File: src/rtl/obstacle_feeder.sv
// Depth-ordered circular buffer of on-screen obstacles: scrolls them toward the
// player each frame, retires the ones that passed, then streams the rest.
module obstacle_feeder #(
    parameter int SLOTS             = 16,
    parameter int SPEED             = 4,
    parameter int HALF_BLOCK_LENGTH = 64,
    parameter int FIRSTROW_DEPTH    = 2 * HALF_BLOCK_LENGTH
) (
    input  logic                     clk,
    input  logic                     rst_n,
    input  logic                     new_frame,
    input  logic                     game_over,
    input  logic [15:0]              gen_obstacle,
    input  logic                     gen_valid,
    output logic                     gen_ready,
    output logic [15:0]              obstacle,
    output logic                     obstacle_valid,
    output logic                     firstrow,
    output logic                     frame_done,
    output logic                     overrun,
    output logic [$clog2(SLOTS):0]   count
);

    localparam int PW = $clog2(SLOTS);
    localparam int CW = PW + 1;
    localparam logic [CW-1:0] FULL       = CW'(SLOTS);
    localparam logic [10:0]   SPEED_D    = 11'(SPEED);
    localparam logic [10:0]   FIRSTROW_D = 11'(FIRSTROW_DEPTH);

    typedef enum logic [2:0] {IDLE, SCROLL, RETIRE, STREAM, DONE} state_t;

    state_t            state, next_state;
    logic [15:0]       entries [SLOTS];
    logic [SLOTS-1:0]  expired;
    logic [PW-1:0]     head, tail, rd_ptr;
    logic [CW-1:0]     idx;
    logic              push, pop, clear_idx, stream_last;
    logic [15:0]       stream_entry;

    assign push         = gen_valid && gen_ready;
    assign rd_ptr       = head + idx[PW-1:0];
    assign stream_entry = entries[rd_ptr];
    assign stream_last  = (idx + CW'(1)) == count;

    always_ff @(posedge clk or negedge rst_n) begin
        if (!rst_n) state <= IDLE;
        else        state <= next_state;
    end

    always_comb begin
        next_state = state;
        gen_ready  = 1'b0;
        pop        = 1'b0;
        clear_idx  = 1'b0;
        case (state)
            IDLE: begin
                gen_ready = rst_n && (count < FULL);
                if (new_frame && !game_over) next_state = SCROLL;
            end
            SCROLL: next_state = RETIRE;
            RETIRE: begin
                if (count != '0 && expired[head]) begin
                    pop = 1'b1;
                end else begin
                    clear_idx  = 1'b1;
                    next_state = STREAM;
                end
            end
            STREAM: if (count == '0 || stream_last) next_state = DONE;
            DONE:   next_state = IDLE;
            default: next_state = IDLE;
        endcase
    end

    always_ff @(posedge clk or negedge rst_n) begin
        if (!rst_n) begin
            head    <= '0;
            tail    <= '0;
            count   <= '0;
            expired <= '0;
        end else begin
            if (push) begin
                tail          <= tail + 1'b1;
                expired[tail] <= 1'b0;
            end
            if (pop) begin
                head          <= head + 1'b1;
                expired[head] <= 1'b0;
            end
            if (state == SCROLL) begin
                for (int i = 0; i < SLOTS; i++) begin
                    if (entries[i][10:0] < SPEED_D) expired[i] <= 1'b1;
                end
            end
            count <= count + CW'(push) - CW'(pop);
        end
    end

    // Dead slots are scrolled too; a push rewrites both the entry and its flag.
    always_ff @(posedge clk) begin
        if (push) entries[tail] <= gen_obstacle;
        if (state == SCROLL) begin
            for (int i = 0; i < SLOTS; i++) begin
                if (entries[i][10:0] >= SPEED_D)
                    entries[i][10:0] <= entries[i][10:0] - SPEED_D;
            end
        end
    end

    always_ff @(posedge clk or negedge rst_n) begin
        if (!rst_n) begin
            obstacle       <= '0;
            obstacle_valid <= 1'b0;
            firstrow       <= 1'b0;
            frame_done     <= 1'b0;
            overrun        <= 1'b0;
            idx            <= '0;
        end else begin
            obstacle_valid <= 1'b0;
            frame_done     <= 1'b0;
            if (new_frame && state != IDLE) overrun <= 1'b1;
            if (clear_idx) idx <= '0;
            if (state == STREAM && count != '0) begin
                obstacle       <= stream_entry;
                obstacle_valid <= 1'b1;
                firstrow       <= stream_entry[10:0] < FIRSTROW_D;
                idx            <= idx + 1'b1;
            end
            if (state == DONE) frame_done <= 1'b1;
        end
    end

endmodule

File: config.mk
export PLATFORM = sky130hd
export DESIGN_NAME = obstacle_feeder
export DESIGN_NICKNAME = d
export VERILOG_FILES = /design/src/rtl/obstacle_feeder.sv
export SDC_FILE = /design/constraint.sdc
export NUM_CORES = 1
export LEC_CHECK = 0
export ABC_AREA = 0
export CORE_ASPECT_RATIO = 1.2
export CORE_MARGIN = 3
export CORE_UTILIZATION = 25
export CTS_CLUSTER_SIZE = 20
export DETAILED_ROUTE_END_ITERATION = 8
export PLACE_DENSITY = 0.5
export SYNTH_ARGS = -nofsm -noshare
export SYNTH_HDL_FRONTEND = slang
export SYNTH_SLANG_ARGS = --single-unit
export TNS_END_PERCENT = 50
File: constraint.sdc
create_clock -name clk -period 3.1 [get_ports clk]
set_input_delay 0.31 -clock clk [delete_from_list [all_inputs] [get_ports clk]]
set_output_delay 0.31 -clock clk [all_outputs]
set_load 0.03 [all_outputs]
After elaboration in Yosys (flattened, before gate mapping) --
Memory sizes are Yosys's and may differ from the RTL's. Cells that the tools add are included.
Cells by class: bitwise gates (word level) 4, equality and inequality tests 8, add/sub/neg operators 22, reductions and logical operators 17, $lt $le $gt $ge 38, muxes and demuxes 91
Operator list (number):
- $ge A11 B3 Y1 const B | 16
- $lt A11 B3 Y1 const B | 16
- $sub A11 B3 Y11 const B | 16
- $mux W1 | 76
- $mux W16 | 4
- $and A16 B16 Y16 | 2
- $not A16 Y16 | 2
- $reduce_or A16 Y1 | 1
- $pmux W3 S4 | 1
- $lt A11 B8 Y1 const B | 1
- $lt A4 B5 Y1 const B | 2
- $mux W5 | 2
- $mux W3 | 3
- $add A4 B1 Y4 const B | 2
- $demux W1 S4 | 2
- $ge A4 B1 Y1 const B | 2
- $logic_and A1 B1 Y1 | 8
- $eq A3 B2 Y1 const B | 2
- $ne A2 B2 Y1 const B | 3
- $add A5 B1 Y5 | 1
- $add A5 B1 Y5 const B | 1
- $eq A5 B5 Y1 | 1
- $logic_not A5 Y1 | 1
- $lt A5 B5 Y1 const B | 1
- 14 further kinds | 14
Storage, ports and cells: flip-flop bits (word level) 57, memories 1, output and inout bits 26, logic and storage cells 192, RAM bits 256
Memory list:
- entries | depth 16, width 16, rd ports 17, clocked after Yosys merged registers in 0, wr ports 16, line 33 | logic [15:0] entries [SLOTS];

Longest topological paths before layout --
Gate-level depths: netlist (run 1).
depth in word-level cells 11, depth in mapped cells 17, depth with buffers taken out 16

Worst setup path after synthesis (run 1) --
Ideal clock, no wire load.
path type reg-to-reg, from register count[2], to register count[4], period minus slack after synthesis 3.211 ns, stages on the path, launching flop included 18, arrival time 3.085 ns, slack -0.111 ns, setup time 0.125 ns, path buffers 1, cells stage by stage dfrtp_1 > inv_1 > ha_1 > nor4b_2 > a211oi_1 > nand3_1 > a21oi_1 > buf_2 > ha_1 > inv_1 > ha_1 > inv_1 > fa_1 > inv_1 > a21oi_1 > nor2_1 > nor2_1 > xnor2_1
On the way: longest elaborated chain between the ends 6, elaborated cells between the ends (all ways) 10, classes of those cells add/sub (2); order compare (1); mux (3); reduce/logical (4)
Ends and longest elaborated chain:
- from (decl) | line 21 | output logic [$clog2(SLOTS):0] count
- from (signal assigned) | line 95 | count <= count + CW'(push) - CW'(pop);
- $lt A5 B5 Y1 | line 57 | gen_ready = rst_n && (count < FULL);
- $logic_and A1 B1 Y1 | line 57
- $mux W1 | line 55 | case (state)
- $logic_and A1 B1 Y1 | line 40 | assign push = gen_valid && gen_ready;
- $add A5 B1 Y5 | line 95
- $sub A5 B1 Y5 (*) | line 95
Every way passes the cells marked *; elsewhere a longest branch is shown, timed or not. A chain may end at the register's enable or synchronous reset.

Worst setup path after layout (run 1) --
from register head[0], to register firstrow
On the way: longest elaborated chain between the ends 3
Ends and longest elaborated chain:
- from (decl) | line 35 | logic [PW-1:0] head, tail, rd_ptr;
- from (signal assigned) | line 87 | head <= head + 1'b1;
- $add A4 B4 Y4 | line 41 | assign rd_ptr = head + idx[PW-1:0];
- $mem_v2 Z16 W16
- $lt A11 B8 Y1 | line 126 | firstrow <= stream_entry[10:0] < FIRSTROW_D;
- to (signal assigned) | line 126
- to (decl) | line 18 | output logic firstrow,
No other way between the ends.

==> impl_metrics.csv, run 1 <==
group,metric,value,unit
die,dieHeight,291,µm
clock_tree,cts-root-buf,"clkbuf_16",
placed_design,io_buffers,46,
sta,tightest_slew,0.819,ns
yosys,yosysWarnings,0,
worst_setup_path,arrival,3.54,ns
sta,clock-skew-final,0.0179,ns
status,status,"completed",
yosys,synth_flop_cell,"edfxtp_1",
clock_tree,cts_sinks,313,
worst_setup_path,cp-end-kind,"register",
sta,setup_violations,0,
pwr,powerDensity,1100,mW/mm²
placed_design,hpwlAfterDp,36100,µm
yosys,synth-async-reset-ratio,0.182,
yosys,ys_types,58,
die,io_pins,47,
drt,vias_per_cell,4.85,
cells_and_area,drive_above_1_share,0.152,
worst_setup_path,r2r_cells,9,
clock_tree,cts_max_level,2,
sta,fmax,325,MHz
yosys,avgSynthCellArea,12.2,µm²
global_routing,grt_pass1_wl,76100,µm
cells_and_area,multiInputGateArea,0.00729,mm²
yosys,ys_ff_latch,313,
worst_setup_path,worst-path-buf-inv,2,
sta,fin_crit,3.08,ns
die,core-area,0.0671,mm²
pwr,switchingPower,8.70,mW
drt,wirelength,50700,µm
worst_setup_path,cp_slowest_cell,"fa_4",
placed_design,gp_congestion,0.858,
die,die_w,244,µm
worst_setup_path,reg2reg_to,"firstrow",
worst_setup_path,slowest_delay,0.87,ns
cells_and_area,area_growth,18.5,%
clock_tree,path_clk_slew,0.05,ns
pwr,p_seq_frac,0.345,
worst_setup_path,cp_data_required_time,3.56,ns
worst_setup_path,setup.worst_path.start_class,"register",
cells_and_area,fin_nets,1547,
global_routing,grt_antenna_before_repair,0,
min_path,holdPathEnd,"overrun",
global_routing,grt_usage,0.141,
placed_design,dp_slack,-0.0251,ns
yosys,synth_area,0.0170,mm²
pwr,total_power,22.2,mW
pwr,combPwrFrac,0.452,
clock_tree,cts_tree,"built",
min_path,worstHoldStart,"new_frame",
worst_setup_path,path_max_fanout,7,
sta,fin_crit_sh,0.993,
worst_setup_path,crit_type,"register to register",
pwr,ir_drop,0.510,mV
yosys,syn-num-nets,1461,
worst_setup_path,path_delay_family,"adder cells",
drt,ant_nets,0,
clock_tree,clock_latency,0.55,ns
clock_tree,cts_buffers,37,
drt,drt_iter0_markers,797,
sta,worst_slack,0.0203,ns
drt,drc,0,
worst_setup_path,path_cells,"ha_4 > inv_2 > fa_4 > buf_12 > mux4_2 > mux2i_1 > mux2i_1 > or4_1 > o21ai_1",
yosys,synth_edf_count,256,
flow_run,drv_cap,0,
min_path,hp-class,"primary input to register",
cells_and_area,seq_area,0.00912,mm²
sta,rsz0062_at_grt,"yes",
yosys,ys_seq_area_frac,0.537,
cells_and_area,antenna_cells,0,
global_routing,grt_overflow,0,
worst_setup_path,r2r_start,"head[0]",
die,rows,104,
cells_and_area,num-fill-cells,6887,
die,start_util,0.253,
drt,dr.pass1.iters,5,
clock_tree,clockBufferDepth,3,
sta,slew_headroom,0.452,
sta,final-hold-violation-count,0,
sta,finalMaxSlewViolations,0,
worst_setup_path,rrSetupSlack,0.02,ns
worst_setup_path,cp_common_cell,"mux2i_1",
pwr,clkPwrFrac,0.203,
yosys,netlist_instances,1388,
drt,routed-via-count,11700,
die,die-area,0.0710,mm²
pwr,internal_power,13.5,mW
global_routing,first_global_vias,11900,
min_path,whs_path_depth,2,
global_routing,grt_start_max_net_pins,58,
pwr,power_leakage,7.13,nW
placed_design,dpl_cell_area,0.0188,mm²
pwr,switching_share,0.392,
drt,route.detailed.wl_per_inst,21.1,µm
cells_and_area,fin_area,0.0201,mm²
synth_stat cells (all sizes together), types with 31 or more instances:
master	instances	share of area
edfxtp	256	0.45
nand2	207	0.046
o2bb2ai	105	0.054
xnor2	92	0.048
inv	84	0.019
o21ai	75	0.022
mux4	64	0.085
dfrtp	57	0.084
nor2	57	0.013
ha	50	0.037
nand3	41	0.012
xor2	39	0.020
nor3	32	0.0097
clkbuf	31	0.0069
flip-flops by register name (all words and copies together), names as in the netlist:
name            flops
count               5
entries           256
expired            16
firstrow            1
frame_done          1
head                4
idx                 5
obstacle           16
obstacle_valid      1
overrun             1
state               3
tail                4
power groups by stage:
stage	registers, mW	logic (mW)	clock network, mW
after floorplan	7.38	6.65	0
after global placement	7.70	9.86	0
after detailed placement	7.73	10.0	0
after CTS	7.65	10.1	4.60
after global routing	7.80	10.9	4.78
final	7.66	10.0	4.51
metal layers:
layer  track usage  routed length [µm]
met1         0.181               21700
met5             0                   0
met2         0.241               25000
met4        0.0526                1670
met3        0.0194                2330
stage by stage:
stage	util	hold slack [ns]	setup TNS (ns)	instances
2_1_floorplan	-	0.0144	0	1388
3_3_place_gp	0.280	0.442	0	2334
3_5_place_dp	0.280	0.460	-0.0251	2334
4_1_cts	0.299	0.367	-0.00447	2403
5_1_grt	0.299	0.393	-0.138	2404
6_report	0.299	0.392	0	2404
placed cells by master, fill, tap and decap left out, types with 6 or more instances in the layout:
cell | Yosys | layout
nand3_1 | 41 | 40
xnor2_1 | 91 | 90
a32o_1 | 16 | 16
dfrtp_1 | 57 | 55
nor2_1 | 57 | 57
or3_1 | 7 | 7
nor4b_1 | 8 | 8
nor3_1 | 31 | 30
nand2_1 | 203 | 203
clkinv_2 | 3 | 8
o21ai_0 | 73 | 72
clkinv_1 | 4 | 6
or4_1 | 7 | 7
inv_1 | 74 | 73
nor4_1 | 26 | 26
nand4_1 | 8 | 8
ha_1 | 50 | 49
edfxtp_1 | 256 | 256
clkdlybuf4s50_1 | 0 | 45
clkbuf_1 | 31 | 10
a21bo_2 | 6 | 6
o2bb2ai_1 | 105 | 105
a21oi_1 | 10 | 9
clkbuf_16 | 0 | 39
mux4_2 | 64 | 64
inv_2 | 10 | 11
xor2_1 | 39 | 38
nor3b_1 | 9 | 9
buf_4 | 6 | 54
mux2i_1 | 20 | 20
a21o_1 | 10 | 10
how the worst max path moves through the flow:
stage,cells past startpoint,endpoint,start,slack [ns]
floorplan,17,count[4],count[2],0.05
global placement,9,firstrow,head[0],0.0009
detailed placement,9,firstrow,head[0],-0.03
CTS,9,firstrow,head[0],-0.004
global route,9,firstrow,head[0],-0.08
finish,9,firstrow,head[0],0.02
final cells by class:
type	count	area share
flip-flops and latches	313	0.453
multi-input cells	924	0.362
well taps	901	0.0561
clock buffers	53	0.0531
repair buffers	107	0.0486
inverters	91	0.0172
clock inverters	15	0.00915
what timing repair did:
item                                    in CTS  in global routing
pin swaps                                    0                  3
endpoints found under the hold margin       57                  0
hold buffers                                 1                  0
buffers inserted                             0                  1
endpoints found under the setup margin       1                 14
gates resized for setup                      1                  7
kinds of logic after synthesis:
logic type               after synthesis  synth area share
AND/OR/NAND/NOR                      420             0.117
flip-flops                           313             0.537
AO/OA/AOI/OAI                        236             0.104
buffers and inverters                151            0.0374
XOR/XNOR                             131            0.0681
multiplexers                          85            0.0974
adder cells (fa/ha/maj)               52            0.0392
Note: power is estimated with default switching activity, not from simulation.
==> run 2, diff against run 1 <==
- CORE_MARGIN: 3 -> 2
==> run 2 against run 1 <==
Against the previous run: the flow now finishes with violations (negative setup slack); critical path depth did not move; sequential share of layout area increased by 0.11 points; via count hardly changed; first-iteration DRC count grew 9.3%; die area down 1.5%; flip-flop and latch count stayed put; routed wire length down 0.11%; count of clock-buffer cells in the layout increased by 3; largest cell class unchanged; largest power group unchanged; highest routed layer unchanged.
==> impl_metrics.csv, run 2 (synthesized netlist as in run 1, its figures left out) <==
group,metric,value,unit
status,status,"finished with violations",
status,violations,"negative setup slack",
worst_setup_path,cp_data_required_time,3.59,ns
sta,fmax,322,MHz
pwr,total_power,22.0,mW
clock_tree,cts_tree,"built",
min_path,hp-class,"primary input to register",
clock_tree,cts_sinks,313,
sta,clock-skew-final,0.0162,ns
cells_and_area,area_growth,18.2,%
sta,fin_crit,3.11,ns
cells_and_area,mostFrequentLayoutCells,"edfxtp_1 (256), nand2_1 (203), o2bb2ai_1 (105)",
sta,setup_violations,1,
clock_tree,cts-root-buf,"clkbuf_16",
die,dieHeight,289,µm
global_routing,grt_usage,0.144,
sta,rsz0062_at_grt,"yes",
placed_design,io_buffers,46,
pwr,combPwrFrac,0.459,
clock_tree,clock_latency,0.56,ns
worst_setup_path,cp_common_cell,"mux2i_1",
sta,finalMaxSlewViolations,0,
cells_and_area,fin_nets,1554,
clock_tree,clockBufferDepth,3,
sta,slew_headroom,0.436,
placed_design,gp_congestion,0.832,
cells_and_area,antenna_cells,0,
worst_setup_path,cp-end-kind,"register",
flow_run,drv_cap,0,
cells_and_area,top_regs,"entries: 256 flops, expired: 16 flops, obstacle: 16 flops",
pwr,powerDensity,1100,mW/mm²
clock_tree,cts_max_level,2,
sta,fin_crit_sh,1.00,
global_routing,grt_pass1_wl,76500,µm
sta,final-hold-violation-count,0,
drt,vias_per_cell,4.84,
die,io_pins,47,
worst_setup_path,setup.worst_path.start_class,"register",
global_routing,grt_antenna_before_repair,0,
global_routing,first_global_vias,12100,
sta,tightest_slew,0.843,ns
die,rows,104,
cells_and_area,num-fill-cells,6869,
pwr,switchingPower,8.67,mW
worst_setup_path,path_delay_family,"adder cells",
die,start_util,0.253,
drt,routed-via-count,11700,
drt,ant_nets,0,
cells_and_area,final_common_cell,"edfxtp_1",
clock_tree,path_clk_slew,0.06,ns
pwr,clkPwrFrac,0.194,
cells_and_area,largest_reg_flops,256,
worst_setup_path,crit_type,"register to register",
pwr,internal_power,13.4,mW
die,die_w,242,µm
pwr,power_leakage,7.11,nW
cells_and_area,regMostFlops,"entries",
pwr,switching_share,0.394,
global_routing,grt_start_max_net_pins,58,
die,die-area,0.0700,mm²
global_routing,grt_overflow,0,
worst_setup_path,cp_slowest_cell,"fa_4",
clock_tree,cts_buffers,37,
drt,dr.pass1.iters,7,
pwr,p_seq_frac,0.347,
pwr,ir_drop,0.512,mV
cells_and_area,drive_above_1_share,0.153,
drt,route.detailed.wl_per_inst,21.0,µm
worst_setup_path,arrival,3.60,ns
placed_design,hpwlAfterDp,36000,µm
drt,drt_iter0_markers,871,
drt,wirelength,50600,µm
worst_setup_path,path_cells,"ha_4 > inv_2 > fa_4 > buf_12 > mux4_2 > mux2i_1 > mux2i_1 > or4_1 > o21ai_2",
die,core-area,0.0671,mm²
placed_design,dp_slack,-0.0246,ns
sta,worst_slack,-0.00945,ns
worst_setup_path,path_max_fanout,7,
worst_setup_path,worst-path-buf-inv,2,
worst_setup_path,slowest_delay,0.89,ns
drt,drc,0,
[run 2: cell count changes in the layout (fill, tap and decap cells not counted), moves of 3 or more]
cell and change:
buf_4 +8, clkbuf_1 +6, clkbuf_8 -3, clkinvlp_4 -3, mux2i_1 -3, mux2i_2 +3
[run 2: through the flow]
step | cells | area, µm² | hold WS (ns) | utilization | TNS, ns
6_report | 2411 | 20100 | 0.372 | 0.299 | -0.00945
5_1_grt | 2411 | 20100 | 0.366 | 0.299 | -0.213
4_1_cts | 2406 | 20000 | 0.345 | 0.298 | 0
3_5_place_dp | 2337 | 18800 | 0.462 | 0.280 | -0.0246
3_3_place_gp | 2337 | 18800 | 0.442 | 0.280 | 0
2_1_floorplan | 1388 | 17000 | 0.0144 | - | 0
[run 2: final timing paths]
kind	startpoint	end	slack, ns	cells after the start
setup / recovery	head[0]	firstrow	-0.009	9
hold / removal	new_frame	overrun	0.37	2
setup reg to reg	head[0]	firstrow	-0.009	9
hold reg to reg	overrun	overrun	0.47	1
max in group asynchronous	rst_n	obstacle[15]	2.05	3
min in group asynchronous	rst_n	obstacle_valid	0.47	3
[run 2: layer usage]
metal / share of wire / global-route usage
met5: 0 / 0
met4: 0.031 / 0.0522
met3: 0.050 / 0.0246
met2: 0.49 / 0.252
met1: 0.42 / 0.180
[run 2: repair_timing]
item / CTS / global route
setup endpoints to repair: 1 / 7
pin swaps: 0 / 4
endpoints found under the hold margin: 57 / 0
buffers inserted: 0 / 5
gates resized for setup: 1 / 12
hold buffers: 1 / 0
[run 2: final cells by class]
cell class	instances	area (µm²)	area share
Multi-Input combinational cell	924	7300	0.364
Timing Repair Buffer	114	1010	0.0503
Tap cell	901	1130	0.0562
Clock buffer	56	1050	0.0523
Inverter	91	345	0.0172
Clock inverter	12	110	0.00549
Sequential cell	313	9120	0.455
[run 2: power by group through the flow]
stage	combinational, mW	sequential (mW)	clock (mW)
2_1_floorplan	6.65	7.38	0
3_3_place_gp	9.85	7.70	0
3_5_place_dp	9.98	7.71	0
4_1_cts	10.0	7.64	4.39
5_1_grt	11.1	7.78	4.53
6_report	10.1	7.66	4.27
